<file path="config.mk">
export PLATFORM = sky130hd
export DESIGN_NAME = d16_intc_flat
export DESIGN_NICKNAME = d
export VERILOG_FILES = /design/src/rtl/d16_pkg.sv /design/src/rtl/d16_intc_if.sv /design/src/rtl/d16_intc_prio.sv /design/src/rtl/d16_intc.sv /design/src/flat_wrapper.sv
export SDC_FILE = /design/constraint.sdc
export NUM_CORES = 1
export LEC_CHECK = 0
export ABC_AREA = 1
export CAP_MARGIN = 25
export CORE_ASPECT_RATIO = 1.75
export CORE_MARGIN = 3
export CORE_UTILIZATION = 45
export DETAILED_ROUTE_END_ITERATION = 16
export PLACE_DENSITY = 0.87
export SYNTH_ARGS = -nofsm -noshare
export SYNTH_HDL_FRONTEND = slang
export SYNTH_SLANG_ARGS = --single-unit
</file>
<file path="constraint.sdc">
create_clock -name i_clk -period 4.9 [get_ports i_clk]
set_input_delay 1.225 -clock i_clk [delete_from_list [all_inputs] [get_ports i_clk]]
set_output_delay 1.225 -clock i_clk [all_outputs]
set_load 0.05 [all_outputs]
</file>
<file path="src/rtl/d16_pkg.sv">
// d16_pkg: definitions shared across the d16 codebase slice.
//   - interrupt controller register word offsets
//   - interrupt controller state encoding
//   - interrupt vector rule (vector = code << 1)
//   - the core's INT opcode
package d16_pkg;

    // Word offsets from the controller's BASE_ADDR.
    localparam logic [1:0] INTC_PENDING = 2'd0;
    localparam logic [1:0] INTC_MASK    = 2'd1;
    localparam logic [1:0] INTC_ACTIVE  = 2'd2;
    localparam logic [1:0] INTC_EOI     = 2'd3;

    // Opcode the core injects when it takes an interrupt.
    localparam logic [15:0] D16_OP_INT = 16'h8B90;

    typedef enum logic {
        INTC_IDLE   = 1'b0,
        INTC_ASSERT = 1'b1
    } intc_state_e;

    // Vector address the core jumps to for a given interrupt code.
    function automatic logic [15:0] intc_vector(input logic [2:0] code);
        return {12'd0, code, 1'b0};
    endfunction

endpackage

</file>
<file path="src/rtl/d16_intc_if.sv">
// d16_intc_if: the core's Wishbone-style data bus as seen by the interrupt
// controller.
//   i_wb_addr  16  word address from the core
//   i_wb_cyc    1  bus cycle
//   i_wb_we     1  write strobe
//   i_wb_dat   16  write data from the core
//   o_wb_dat   16  read data from the peripheral (0 when not selected)
//   o_wb_sel    1  address hit, feeds the system read-data mux
// master = core side, slave = peripheral side.
interface d16_intc_if;
    logic [15:0] i_wb_addr;
    logic        i_wb_cyc;
    logic        i_wb_we;
    logic [15:0] i_wb_dat;
    logic [15:0] o_wb_dat;
    logic        o_wb_sel;

    modport master (
        output i_wb_addr, i_wb_cyc, i_wb_we, i_wb_dat,
        input  o_wb_dat, o_wb_sel
    );

    modport slave (
        input  i_wb_addr, i_wb_cyc, i_wb_we, i_wb_dat,
        output o_wb_dat, o_wb_sel
    );
endinterface

</file>
<file path="src/rtl/d16_intc_prio.sv">
// d16_intc_prio: 7-to-3 priority encoder, highest index wins.
//   i_req    7  request vector, bit k maps to code k+1
//   o_code   3  k+1 of the highest set bit, 0 if none
//   o_valid  1  any request set
module d16_intc_prio (
    input  logic [6:0] i_req,
    output logic [2:0] o_code,
    output logic       o_valid
);

    // NOTE: every output of a combinational block gets a default before any
    // conditional assignment, otherwise synthesis infers a latch.
    always_comb begin
        o_code = 3'd0;
        // Ascending scan: the last (highest) set bit overwrites lower ones.
        for (int k = 0; k < 7; k++) begin
            if (i_req[k]) o_code = 3'(k + 1);
        end
    end

    assign o_valid = |i_req;

endmodule

</file>
<file path="src/rtl/d16_intc.sv">
// d16_intc: interrupt controller in front of the d16 core's i_int[2:0].
// Latches rising edges of seven sources as pending, masks and prioritises
// them, and holds one code on o_int until software writes EOI. The code
// always drops to 0 for at least one cycle between services so the core's
// 0 -> nonzero edge detector fires once per interrupt.
//   i_clk     1   clock, rising edge
//   i_reset   1   synchronous, active-high reset
//   i_irq     7   sources, bit k maps to code k+1
//   wb        -   register bus (slave side): PENDING, MASK, ACTIVE, EOI
//   o_int     3   code to the core, 0 = none
module d16_intc
    import d16_pkg::*;
#(
    parameter logic [15:0] BASE_ADDR = 16'hFF10
) (
    input  logic         i_clk,
    input  logic         i_reset,
    input  logic [6:0]   i_irq,
    d16_intc_if.slave    wb,
    output logic [2:0]   o_int
);

    intc_state_e state_q, state_d;
    logic [6:0]  pending_q, pending_d;
    logic [6:0]  mask_q, mask_d;
    logic [6:0]  prev_irq_q;
    logic [2:0]  active_q, active_d;

    logic [15:0] offset;
    logic        hit;
    logic        wr;
    logic [6:0]  rise;
    logic [6:0]  grant;
    logic [2:0]  prio_code;
    logic        prio_valid;

    // Subtract-and-compare so BASE_ADDR need not be 4-word aligned.
    assign offset = wb.i_wb_addr - BASE_ADDR;
    assign hit    = (offset[15:2] == 14'd0);
    assign wr     = wb.i_wb_cyc & wb.i_wb_we & hit;
    assign rise   = i_irq & ~prev_irq_q;

    d16_intc_prio u_prio (
        .i_req   (pending_q & mask_q),
        .o_code  (prio_code),
        .o_valid (prio_valid)
    );

    // One-hot of the winning source, used to retire its pending bit.
    assign grant = prio_valid ? (7'b1 << (prio_code - 3'd1)) : 7'd0;

    always_comb begin
        state_d   = state_q;
        active_d  = active_q;
        mask_d    = mask_q;
        pending_d = pending_q;

        if (wr && offset[1:0] == INTC_MASK) mask_d = wb.i_wb_dat[6:0];
        if (wr && offset[1:0] == INTC_PENDING) pending_d = pending_d & ~wb.i_wb_dat[6:0];

        unique case (state_q)
            INTC_IDLE: begin
                // Arbitrates on mask_q, so a same-cycle MASK write only
                // counts from the next cycle.
                if (prio_valid) begin
                    state_d   = INTC_ASSERT;
                    active_d  = prio_code;
                    pending_d = pending_d & ~grant;
                end
            end
            INTC_ASSERT: begin
                if (wr && offset[1:0] == INTC_EOI) begin
                    state_d  = INTC_IDLE;
                    active_d = 3'd0;
                end
            end
        endcase

        // Applied last: a new edge beats both W1C and the service clear.
        pending_d = pending_d | rise;
    end

    // NOTE: state flops use non-blocking assignments so every flop samples
    // the pre-edge values, independent of statement order.
    always_ff @(posedge i_clk) begin
        if (i_reset) begin
            state_q    <= INTC_IDLE;
            pending_q  <= 7'd0;
            mask_q     <= 7'd0;
            active_q   <= 3'd0;
            // Track the sources during reset so a line already high at
            // release does not look like a new edge.
            prev_irq_q <= i_irq;
        end else begin
            state_q    <= state_d;
            pending_q  <= pending_d;
            mask_q     <= mask_d;
            active_q   <= active_d;
            prev_irq_q <= i_irq;
        end
    end

    assign o_int = (state_q == INTC_ASSERT) ? active_q : 3'd0;

    always_comb begin
        wb.o_wb_dat = 16'd0;
        if (hit) begin
            unique case (offset[1:0])
                INTC_PENDING: wb.o_wb_dat = {9'd0, pending_q};
                INTC_MASK:    wb.o_wb_dat = {9'd0, mask_q};
                INTC_ACTIVE:  wb.o_wb_dat = {(state_q == INTC_ASSERT), 12'd0, active_q};
                INTC_EOI:     wb.o_wb_dat = 16'd0;
            endcase
        end
    end

    assign wb.o_wb_sel = hit;

endmodule

</file>
<file path="src/flat_wrapper.sv">
// flat-port wrapper written by rule: the top's interface ports become plain ports
module d16_intc_flat import d16_pkg::*;
#(
    parameter logic [15:0] BASE_ADDR = 16'hFF10
)
  (i_clk, i_reset, i_irq, o_int, wb_i_wb_addr, wb_i_wb_cyc, wb_i_wb_we, wb_i_wb_dat, wb_o_wb_dat, wb_o_wb_sel);
  d16_intc_if wb_i ();
  input  logic i_clk;
  input  logic i_reset;
  input  logic [6:0] i_irq;
  output logic [2:0] o_int;
  input wire logic [$bits(wb_i.i_wb_addr)-1:0] wb_i_wb_addr;
  input wire logic [$bits(wb_i.i_wb_cyc)-1:0] wb_i_wb_cyc;
  input wire logic [$bits(wb_i.i_wb_we)-1:0] wb_i_wb_we;
  input wire logic [$bits(wb_i.i_wb_dat)-1:0] wb_i_wb_dat;
  output wire logic [$bits(wb_i.o_wb_dat)-1:0] wb_o_wb_dat;
  output wire logic [$bits(wb_i.o_wb_sel)-1:0] wb_o_wb_sel;
  assign wb_i.i_wb_addr = wb_i_wb_addr;
  assign wb_i.i_wb_cyc = wb_i_wb_cyc;
  assign wb_i.i_wb_we = wb_i_wb_we;
  assign wb_i.i_wb_dat = wb_i_wb_dat;
  assign wb_o_wb_dat = wb_i.o_wb_dat;
  assign wb_o_wb_sel = wb_i.o_wb_sel;
  d16_intc #(.BASE_ADDR(BASE_ADDR)) u_core (.i_clk(i_clk), .i_reset(i_reset), .i_irq(i_irq), .wb(wb_i), .o_int(o_int));
endmodule
</file>
Yosys cells after proc, flatten, opt, wreduce, memory -nomap -nowiden
Cells that the tools add are included.
{ "totals": {"ff_bits": 25, "latch_bits": 0, "ram_bits": 0, "rom_bits": 0, "input_bits": 43, "output_inout_bits": 20, "word_cells": 51, "memories": 0} }
{ "op_classes": {"addsub": 2, "mul": 0, "div_mod_pow": 0, "n_lt_le_gt_ge": 0, "n_eq_ne": 5, "shift": 1, "n_mux": 20, "n_bitwise": 11, "reduce_logical": 7} }
{ "op_table": {"columns": ["cell", "n"], "rows": [
  ["16-bit case mux with 4 select lines", 1],
  ["7-bit AND", 4],
  ["7-bit 2-to-1 mux", 4],
  ["3-bit 2-to-1 mux", 9],
  ["7-bit NOT", 3],
  ["16-bit 2-to-1 mux", 1],
  ["16-bit subtractor (second input constant)", 1],
  ["14-bit logical NOT", 1],
  ["7-bit bitwise OR", 1],
  ["7-bit OR reduction", 1],
  ["1-bit by 3-bit << shifter with 7-bit output (first input constant)", 1],
  ["3-bit case mux with 2 select lines", 1],
  ["2-bit == test (second input constant)", 2],
  ["1-bit logical AND", 3],
  ["1-bit 2-to-1 mux", 3],
  ["3-bit by 1-bit subtractor with 3-bit output (second input constant)", 1],
  ["1-bit AND", 2],
  ["2-bit by 1-bit == test with 1-bit output (second input constant)", 1],
  ["2-bit logical NOT", 1],
  ["2-bit by 1-bit inequality test with 1-bit output (second input constant)", 1],
  ["2-bit inequality test (second input constant)", 1],
  ["1-bit case mux with 2 select lines", 1],
  ["2-bit AND reduction", 1],
  ["1-bit NOT", 1]
]} }

Logic depth before layout (Yosys ltp)
{ "logic_depth": {"word_depth": 16, "depth_mapped": 13, "depth_no_buf": 13} }

By module
Synthesis repeated with hierarchy kept, for this count alone.
{ "unflattened": {"cells_unflattened": 252, "area_unflattened_um2": 1585.3} }
{ "by_module_without_submodules": {"columns": ["module", "instances", "cells_per_inst", "area_each_um2", "seq_area_each_um2"], "rows": [
  ["d16_intc", 1, 233, 1491.4, 500.5],
  ["d16_intc_prio", 1, 19, 93.8, 0.0]
]} }

Least setup slack after synthesis
Ideal clock, no wire load.
{ "synth_timing": {"path_kind": "input to output", "from": "input port wb_i_wb_addr[6]", "to": "output port wb_o_wb_dat[0]", "t_arrival_ns": 2.991, "required_ns": 3.675, "slack_ns": 0.684, "path_stages": 10, "path_buffers": 1, "path_cell_list": "nor2_1 > nand2_1 > nor2_1 > nand3_1 > nor2_2 > nand2_1 > nor2_2 > buf_4 > inv_2 > a31oi_1"} }
{ "synth_between": {"elab_chain_len": 3} }
{ "synth_rtl": {"columns": ["item", "line_no", "source"], "rows": [
  ["start: declaration", "flat_wrapper.sv:12", "input wire logic [$bits(wb_i.i_wb_addr)-1:0] wb_i_wb_addr;"],
  ["16-bit subtractor", "d16_intc.sv:38", "assign offset = wb.i_wb_addr - BASE_ADDR;"],
  ["14-bit logical NOT", "d16_intc.sv:39", "assign hit = (offset[15:2] == 14'd0);"],
  ["via wb_o_wb_sel", "flat_wrapper.sv:17", "output wire logic [$bits(wb_i.o_wb_sel)-1:0] wb_o_wb_sel;"],
  ["16-bit 2-to-1 mux", "d16_intc.sv:107", "if (hit) begin"],
  ["end: declaration", "flat_wrapper.sv:16", "output wire logic [$bits(wb_i.o_wb_dat)-1:0] wb_o_wb_dat;"]
]} }
The timed path passes the listed nets, and every way through them passes these cells.

Worst setup path in the final report
{ "layout_timing": {"from": "input port wb_i_wb_addr[10]", "to": "output port wb_o_wb_dat[2]"} }
{ "layout_between": {"elab_chain_len": 3} }
{ "layout_rtl": {"columns": ["item", "line_no"], "rows": [
  ["16-bit subtractor", "d16_intc.sv:38"],
  ["14-bit logical NOT", "d16_intc.sv:39"],
  ["16-bit 2-to-1 mux", "d16_intc.sv:107"]
]} }
Every way passes these cells.

==> metrics <==
status=finished, final reports clean; Die Width=49.4 um; max-slew violations=0; Resize count post-CTS=0; Pleak=0.975 nW; gr ovfl total=0; via count=1676; Mapped Cells=248; num rows=27; final net count=338; GRT Util Overall=0.193; vias per cell=4.97; Slew @ Worst Pin=0.585 ns; Mapped Avg Cell Area=5.98 um2; Die Y=81.9 um; Clock Tree Root=clkbuf_8; Initial Utilization=0.472; # port buffers=45; first-pass detailed-route iteration total=4; max-cap violations=0; htree depth=1; RSZ-0062 raised after global routing=no; Hold Path Class=reg -> reg; worst-case clock buffer depth=2; global placement routability congestion=0.932; Arr. time, crit path=2.95 ns; Setup CP Type=in -> out; worst setup margin=0.724 ns; Syn. warnings=0; largest net degree at the start of global routing=15; layout cells sized above 1=0.0714; TritonCTS clock tree=done; ant diodes=0; post-synthesis sequential area ratio=0.338; Core Box Area=3140 um2; Mapped Area=1480 um2; CP max FO=8; drt total wl=3.90 mm; Fin Setup TNS=0 ns; placed insts=333; Crit path required time=3.67 ns; synthesis-to-layout area growth=39.3%; I/O pins=63; initial antenna violation count=0; library cells used by synthesis=20; clock insertion delay at the later pin of the skew report=0.26 ns; VDD IR-drop max=131 uV; Worst-path clk slew=0.08 ns; setup bufs post-CTS=0; final setup vio count=0; sinks on the clock net=25; DP Worst Slack=0.713 ns; first-pass GRT wire length=6.15 mm; final worst-path cycle share=0.852; worst rel slew slack=0.609; die area=4050 um2; drt initial violations=105; Max Clock Skew=0.00299 ns; element type at the critical path end=primary output; power density cells=196 nW/um2; total power=405 uW; CTS Hold Buffers Added=0; wire per inst=11.6 um; fin cells=337; fmax=0.239 GHz; Worst Setup Start Kind=input pin; vias in the first global route=1555; fin crit period=4.18 ns; ANT nets after route=0; Post-DP HPWL=3.12 mm; Yosys reg bits=25; Hold Vio Cnt, Final=0; number of remaining DRC errors=0; CTS buffer count=3
-- where the power goes --
group          switching [mW]  internal [mW]
logic                  0.0382         0.0318
clock network          0.0636         0.0568
registers             0.00436          0.210
-- synth_stat cells (all sizes together) --
cell | count | area share
clkinv | 1 | 0.0025
dfxtp | 25 | 0.34
inv | 39 | 0.099
conb | 1 | 0.0025
buf | 10 | 0.053
a21oi | 15 | 0.051
nand4 | 10 | 0.042
nand2 | 83 | 0.21
nor2 | 33 | 0.087
clkbuf | 2 | 0.0051
o21a | 1 | 0.0051
o21ai | 7 | 0.024
a31oi | 3 | 0.013
nand3 | 17 | 0.064
o211ai | 1 | 0.0051
-- per-stage QoR --
stage	instance area, um2	util	hold slack, ns
2_1_floorplan	1510	-	0.458
3_3_place_gp	2020	0.643	0.467
3_5_place_dp	2020	0.643	0.470
4_1_cts	2070	0.658	0.484
5_1_grt	2070	0.658	0.505
6_report	2070	0.658	0.481
-- final timing paths --
check / startpoint / endpoint / slack, ns / depth (start not counted)
worst max-delay path: wb_i_wb_addr[10] / wb_o_wb_dat[2] / 0.72 / 12
worst min-delay path: u_core.prev_irq_q[2]$_DFF_P_ / u_core.pending_q[2]$_SDFF_PP0_ / 0.48 / 3
worst max register to register: u_core.pending_q[4]$_SDFF_PP0_ / u_core.pending_q[2]$_SDFF_PP0_ / 3.30 / 11
worst min register to register: u_core.prev_irq_q[2]$_DFF_P_ / u_core.pending_q[2]$_SDFF_PP0_ / 0.48 / 3
-- area by class of cell --
type	count	area [um2]
clock buffers	3	41.3
clock inverters	1	5.00
fillers	300	1080
inverters	40	150
multi-input cells	178	772
flip-flops and latches	25	500
well taps	43	53.8
repair buffers	47	543
-- placed cells by master (no fill, tap or decap), types with 3 or more instances in the layout --
cell,count
inv_1,37
clkbuf_8,3
nand4_1,10
buf_12,8
nand2_1,83
clkdlybuf4s50_1,36
dfxtp_1,25
conb_1,8
buf_4,3
a31oi_1,3
a21oi_1,15
nand3_1,15
nor2_1,31
o21ai_0,6
-- worst max-delay path, cell delays in order --
cell and delay, ns:
clkdlybuf4s50_1 0.55, nand2_1 0.07, nor2_1 0.09, nand3_1 0.11
nand2_1 0.07, inv_1 0.04, nor2_2 0.06, nand2_1 0.06
nor2_2 0.11, inv_2 0.10, a31oi_1 0.28, buf_12 0.18
-- routing by layer --
layer  part of all wire  wire length [um]  vias up  track usage
li1                   -                 -      851            -
met1               0.36              1400      740        0.175
met2               0.54              2120       69        0.411
met3              0.047               185       16       0.0145
met4              0.050               196        0        0.102
met5                  0                 0        -            0
-- cell families after synthesis --
logic type             after synthesis  synth area share
AND/OR/NAND/NOR                    143             0.403
buffers and inverters               52             0.159
AO/OA/AOI/OAI                       27            0.0970
flip-flops                          25             0.338
other                                1           0.00253
-- registers in the layout, indices dropped and copies added (netlist names) --
name	flops
u_core.active_q	3
u_core.mask_q	7
u_core.pending_q	7
u_core.prev_irq_q	7
u_core.state_q	1
(Power assumes the default switching activity.)
==> RTL edit 1, RTL diff (same settings) <==
Put a register stage on the output `o_int`. The value now appears one clock later. The other outputs are not delayed to match.
--- a/src/rtl/d16_intc.sv
+++ b/src/rtl/d16_intc.sv
@@ -102,3 +102,5 @@
 
-    assign o_int = (state_q == INTC_ASSERT) ? active_q : 3'd0;
+    always_ff @(posedge i_clk) begin
+        o_int <= (state_q == INTC_ASSERT) ? active_q : 3'd0;
+    end
 
Formal check against the unedited RTL: not equivalent (a bounded check fails within 4 cycles, from zero or initial values and one cycle with i_reset high).
==> RTL edit 1 against the original RTL <==
  * Utilization is 0.38 points higher
  * Largest power group unchanged
  * Area after synthesis increased by 4.7%
  * Sequential power rose by 11%
  * Register-to-register slack better by 70 ps
  * Wire length is 1.4% lower
  * Die area up 4.3%
  * Highest routed layer unchanged
  * Final area is 3.8% higher
  * Worst hold slack worse by 15 ps
  * Fmax down 1.3%
  * Synthesized cell count decreased by 0.40%
  * Power rose by 11%
  * Worst setup slack worse by 55 ps
  * Sequential cell count increased by 3
==> RTL edit 1: results (changes against the original RTL) <==
| Metric | Value |
|---|---|
| Vias in the first global route | 1598 (+2.8%) |
| R2r startpoint | u_core.pending_q[3]$_SDFF_PP0_ |
| Hold endpoint | u_core.o_int[1]$_SDFF_PN0_ |
| Layout cells sized above 1 | 8.53% (+1.4 points) |
| CP arrival | 3010 ps (+60 ps) |
| Largest net degree at the start of global routing | 16 (+1) |
| Routed wire per std cell | 11.4 um (-1.1%) |
| R2R cell count | 9 (-2) |
| Worst-margin pin slew | 643 ps (+58.2 ps) |
| Starting DRC count in detailed routing | 56 (-47%) |
| Pleak | 0.996 nW (+2.2%) |
| Hold Path Cell Cnt | 2 (-1) |
| H-tree depth | 1 (unchanged) |
| Worst VDD drop | 0.248 mV (+90%) |
| Detailed Place HPWL | 3100 um (-0.90%) |
| R2R Setup Slk | 3370 ps (+70 ps) |
| Final nets | 337 (-0.30%) |
| Max FO, Critical Path | 8 (unchanged) |
| Top cells by area, synth | dfxtp_1, nand2_1, inv_1 |
| Status | finished clean |
| GP Congestion | 0.851 (-8.7%) |
| Vias per cell | 4.86 (-2.2%) |
| GR Util All Layers | 19.0% (-0.30 points) |
| Synth top cells by count | nand2_1, inv_1, nor2_1, dfxtp_1, a21oi_1 |
| Hold Crit Start | u_core.active_q[1]$_SDFFE_PP0P_ |
| Reg2reg end | u_core.pending_q[4]$_SDFF_PP0_ |
| Synthesis Warnings | 0 (unchanged) |
| Fin Clk Skew | 2.87 ps (-0.118 ps) |
| First-pass GRT wire length | 6440 um (+4.7%) |
| Clk Latency, worst-skew pair | 270 ps |
| Post-synthesis cell type count | 25 (+25%) |
RTL edit 1: stage by stage:
| stage | cells | worst slack, ps | cell area (sq um) | hold slack [ps] |
|---|---|---|---|---|
| final | 336 | 669 | 2140 | 466 |
| after global routing | 336 | 543 | 2140 | 485 |
| after CTS | 336 | 666 | 2140 | 463 |
| after detailed placement | 332 | 678 | 2090 | 450 |
| after global placement | 332 | 727 | 2090 | 443 |
| after floorplan | 254 | 611 | 1580 | 421 |
RTL edit 1: critical path, stage by stage:
cell and delay [ps]:
clkdlybuf4s50_1 530, inv_1 110, nor2_1 510, nand2_1 140, a21oi_1 300, buf_12 180
RTL edit 1: per-layer routing:
metal | GRT usage (%) | share of wire, %
met4 | 8.09 | 2.5
met3 | 3.40 | 6.0
met1 | 19.0 | 37
met5 | 0 | 0
met2 | 36.4 | 54
RTL edit 1: cell families (layout without fill, tap and decap cells):
| group | count (synthesis) | after routing | share of synthesized area (%) |
|---|---|---|---|
| other | 1 | 8 | 0.242 |
| AOI/OAI and AO/OA | 24 | 24 | 8.38 |
| DFF | 28 | 28 | 36.1 |
| buffers and inverters | 52 | 91 | 15.2 |
| and+or+nand+nor | 142 | 142 | 40.0 |
RTL edit 1: worst max path at each step:
stage | from | end | cells after the start
final | wb_i_wb_addr[0] | wb_o_wb_dat[6] | 6
after global routing | wb_i_wb_addr[4] | wb_o_wb_dat[15] | 10
after CTS | wb_i_wb_addr[10] | wb_o_wb_dat[15] | 12
after detailed placement | wb_i_wb_addr[10] | wb_o_wb_dat[15] | 12
after global placement | wb_i_wb_addr[10] | wb_o_wb_dat[15] | 12
after floorplan | wb_i_wb_addr[6] | wb_o_wb_dat[15] | 10
RTL edit 1: power breakdown:
part | internal, mW | leakage (nW) | switching [mW]
Clock | 0.0719 | 0.0288 | 0.0678
Sequential | 0.234 | 0.230 | 0.00384
Combinational | 0.0318 | 0.737 | 0.0389
RTL edit 1: area by class of cell:
type | instances | area share [%]
inverter | 40 | 7.00
tap | 43 | 2.51
sequential | 28 | 26.1
clock buffer | 4 | 2.57
timing repair buffer | 47 | 25.3
multi-input combinational | 174 | 36.5
==> RTL edit 2, RTL diff (same settings) <==
Without the edit above. Add an input register stage for `i_irq`; this delays it by one clock. The other inputs are not delayed to match.
--- a/src/rtl/d16_intc.sv
+++ b/src/rtl/d16_intc.sv
@@ -22,2 +22,8 @@
 
+    logic [6:0] i_irq_q;
+
+    always_ff @(posedge i_clk) begin
+        i_irq_q <= i_irq;
+    end
+
     intc_state_e state_q, state_d;
@@ -40,3 +46,3 @@
     assign wr     = wb.i_wb_cyc & wb.i_wb_we & hit;
-    assign rise   = i_irq & ~prev_irq_q;
+    assign rise   = i_irq_q & ~prev_irq_q;
 
@@ -92,3 +98,3 @@
             // release does not look like a new edge.
-            prev_irq_q <= i_irq;
+            prev_irq_q <= i_irq_q;
         end else begin
@@ -98,3 +104,3 @@
             active_q   <= active_d;
-            prev_irq_q <= i_irq;
+            prev_irq_q <= i_irq_q;
         end
Function: changed (a bounded check fails within 4 cycles, from zero or initial values and one cycle with i_reset high).
==> RTL edit 2 against the original RTL <==
  * Sequential power increased by 29%
  * First-iteration DRC count decreased by 34%
  * Worst hold slack got worse by 140 ps
  * Final area increased by 15%
  * Fmax decreased by 4.0%
  * Wire length increased by 20%
  * Power increased by 49%
  * Non-clock buffer count decreased by 1
  * Area after synthesis increased by 22%
  * Synthesized cell count increased by 15%
  * Sequential share of layout area increased by 2.8 points
  * Sequential cell count increased by 7
  * Global-route usage increased by 1.2 points
  * Worst setup slack got worse by 170 ps
  * Critical path type unchanged
  * Largest power group unchanged
  * Highest routed layer unchanged
==> RTL edit 2: results (changes against the original RTL) <==
| Metric | Value |
|---|---|
| Final nets | 376 (+11%) |
| Via count | 1952 (+16%) |
| Setup crit start | wb_i_wb_addr[6] |
| Reg2reg end | u_core.pending_q[1]$_SDFF_PP0_ |
| First-pass GRT wire length | 7550 um (+23%) |
| Hold Crit Start | u_core.i_irq_q[0]$_DFF_P_ |
| Detailed Place HPWL | 3660 um (+17%) |
| Top cells by area, synth | dfxtp_1, nand2_1, inv_1 |
| Sequential share of the synthesized area | 35.3% (+1.6 points) |
| Worst VDD drop | 0.255 mV (+95%) |
| Post-synthesis xor/xnor area fraction | 0.483% (+0.48 points) |
| CP arrival | 3120 ps (+170 ps) |
| Pre-CTS setup slack | 540 ps (-173 ps) |
| Post-Route WL | 4700 um (+20%) |
| Status | finished clean |
| Setup ws final | 551 ps (-173 ps) |
| TritonCTS buffer count | 5 (+2) |
| Internal Pwr Total | 457 uW (+53%) |
| GP Congestion | 0.834 (-11%) |
| Worst-margin pin slew | 616 ps (+32.0 ps) |
| Clk Latency, worst-skew pair | 290 ps (+30 ps) |
| Synth top cells by count | nand2_1, inv_1, nor2_1, dfxtp_1, nand3_1 |
| Pleak | 1.11 nW (+14%) |
| Fin Clk Skew | 10.2 ps (+7.17 ps) |
| Post-CTS Setup Inserts | 0 (unchanged) |
| Max FO, Critical Path | 11 (+3) |
| Post-synthesis cell type count | 25 (+25%) |
| R2r startpoint | u_core.pending_q[1]$_SDFF_PP0_ |
| GR Util All Layers | 20.6% (+1.2 points) |
| R2R Setup Slk | 3280 ps (-20 ps) |
| Starting DRC count in detailed routing | 69 (-34%) |
| Vias in the first global route | 1863 (+20%) |
| DP Area | 2270 sq um (+12%) |
| H-tree depth | 2 (+1) |
## RTL edit 2: changes by cell type after synthesis, moves of 3 or more
cell | unedited run | this run
o21ai_1 | 1 | 8
dfxtp_1 | 25 | 32
nand3_1 | 15 | 22
nand2_2 | 0 | 3
nor2_1 | 31 | 34
nor2_2 | 2 | 5
## RTL edit 2: logic make-up (layout without fill, tap and decap cells)
logic type,count (synthesis),count (layout)
other cells,1,8
xor+xnor,1,1
flops,32,32
compound gates,31,31
buf+inv,51,94
simple gates,168,168
## RTL edit 2: final cells by class
class / count / area, sq um
multi-input combinational: 208 / 963
sequential: 32 / 641
fill: 360 / 1360
clock buffer: 6 / 72.6
inverter: 40 / 156
clock inverter: 2 / 35.0
timing repair buffer: 46 / 448
tap: 46 / 57.6
## RTL edit 2: worst min path at each step
stage / endpoint / slack (ps) / cells past startpoint
6_report: u_core.prev_irq_q[0]$_DFF_P_ / 340 / 0
5_1_grt: u_core.prev_irq_q[0]$_DFF_P_ / 350 / 0
4_1_cts: u_core.prev_irq_q[0]$_DFF_P_ / 340 / 0
3_5_place_dp: u_core.prev_irq_q[0]$_DFF_P_ / 340 / 0
3_3_place_gp: u_core.prev_irq_q[6]$_DFF_P_ / 340 / 0
2_1_floorplan: u_core.prev_irq_q[0]$_DFF_P_ / 330 / 0
## RTL edit 2: power groups by stage
stage	clock network (mW)	logic, mW	registers [mW]
floorplan	0	0.0503	0.280
detailed placement	0	0.0836	0.281
global placement	0	0.0818	0.281
global route	0.257	0.0934	0.277
finish	0.242	0.0848	0.276
CTS	0.249	0.0845	0.276
## RTL edit 2: routing by layer
metal | GRT usage (%) | vias up | wire length [um]
met5 | 0 | - | 0
met4 | 11.4 | 0 | 195
met3 | 4.47 | 22 | 384
met2 | 37.9 | 80 | 2450
met1 | 19.2 | 867 | 1670
li1 | - | 983 | -
## RTL edit 2: critical path: stages
cell,delay (ps)
clkdlybuf4s50_1,510
nor2_2,80
nand2_2,200
nand2_1,120
nand2_1,70
nand2_1,80
nor2_2,180
nand3_4,160
a31oi_1,310
buf_12,180
## RTL edit 2: metrics by stage
step / total power, mW / hold slack [ps] / instances / utilization, %
2_1_floorplan: 0.330 / 331 / 291 / -
3_3_place_gp: 0.363 / 336 / 372 / 60.6
3_5_place_dp: 0.365 / 337 / 372 / 60.6
4_1_cts: 0.609 / 343 / 380 / 63.5
5_1_grt: 0.627 / 348 / 380 / 63.5
6_report: 0.603 / 338 / 380 / 63.5
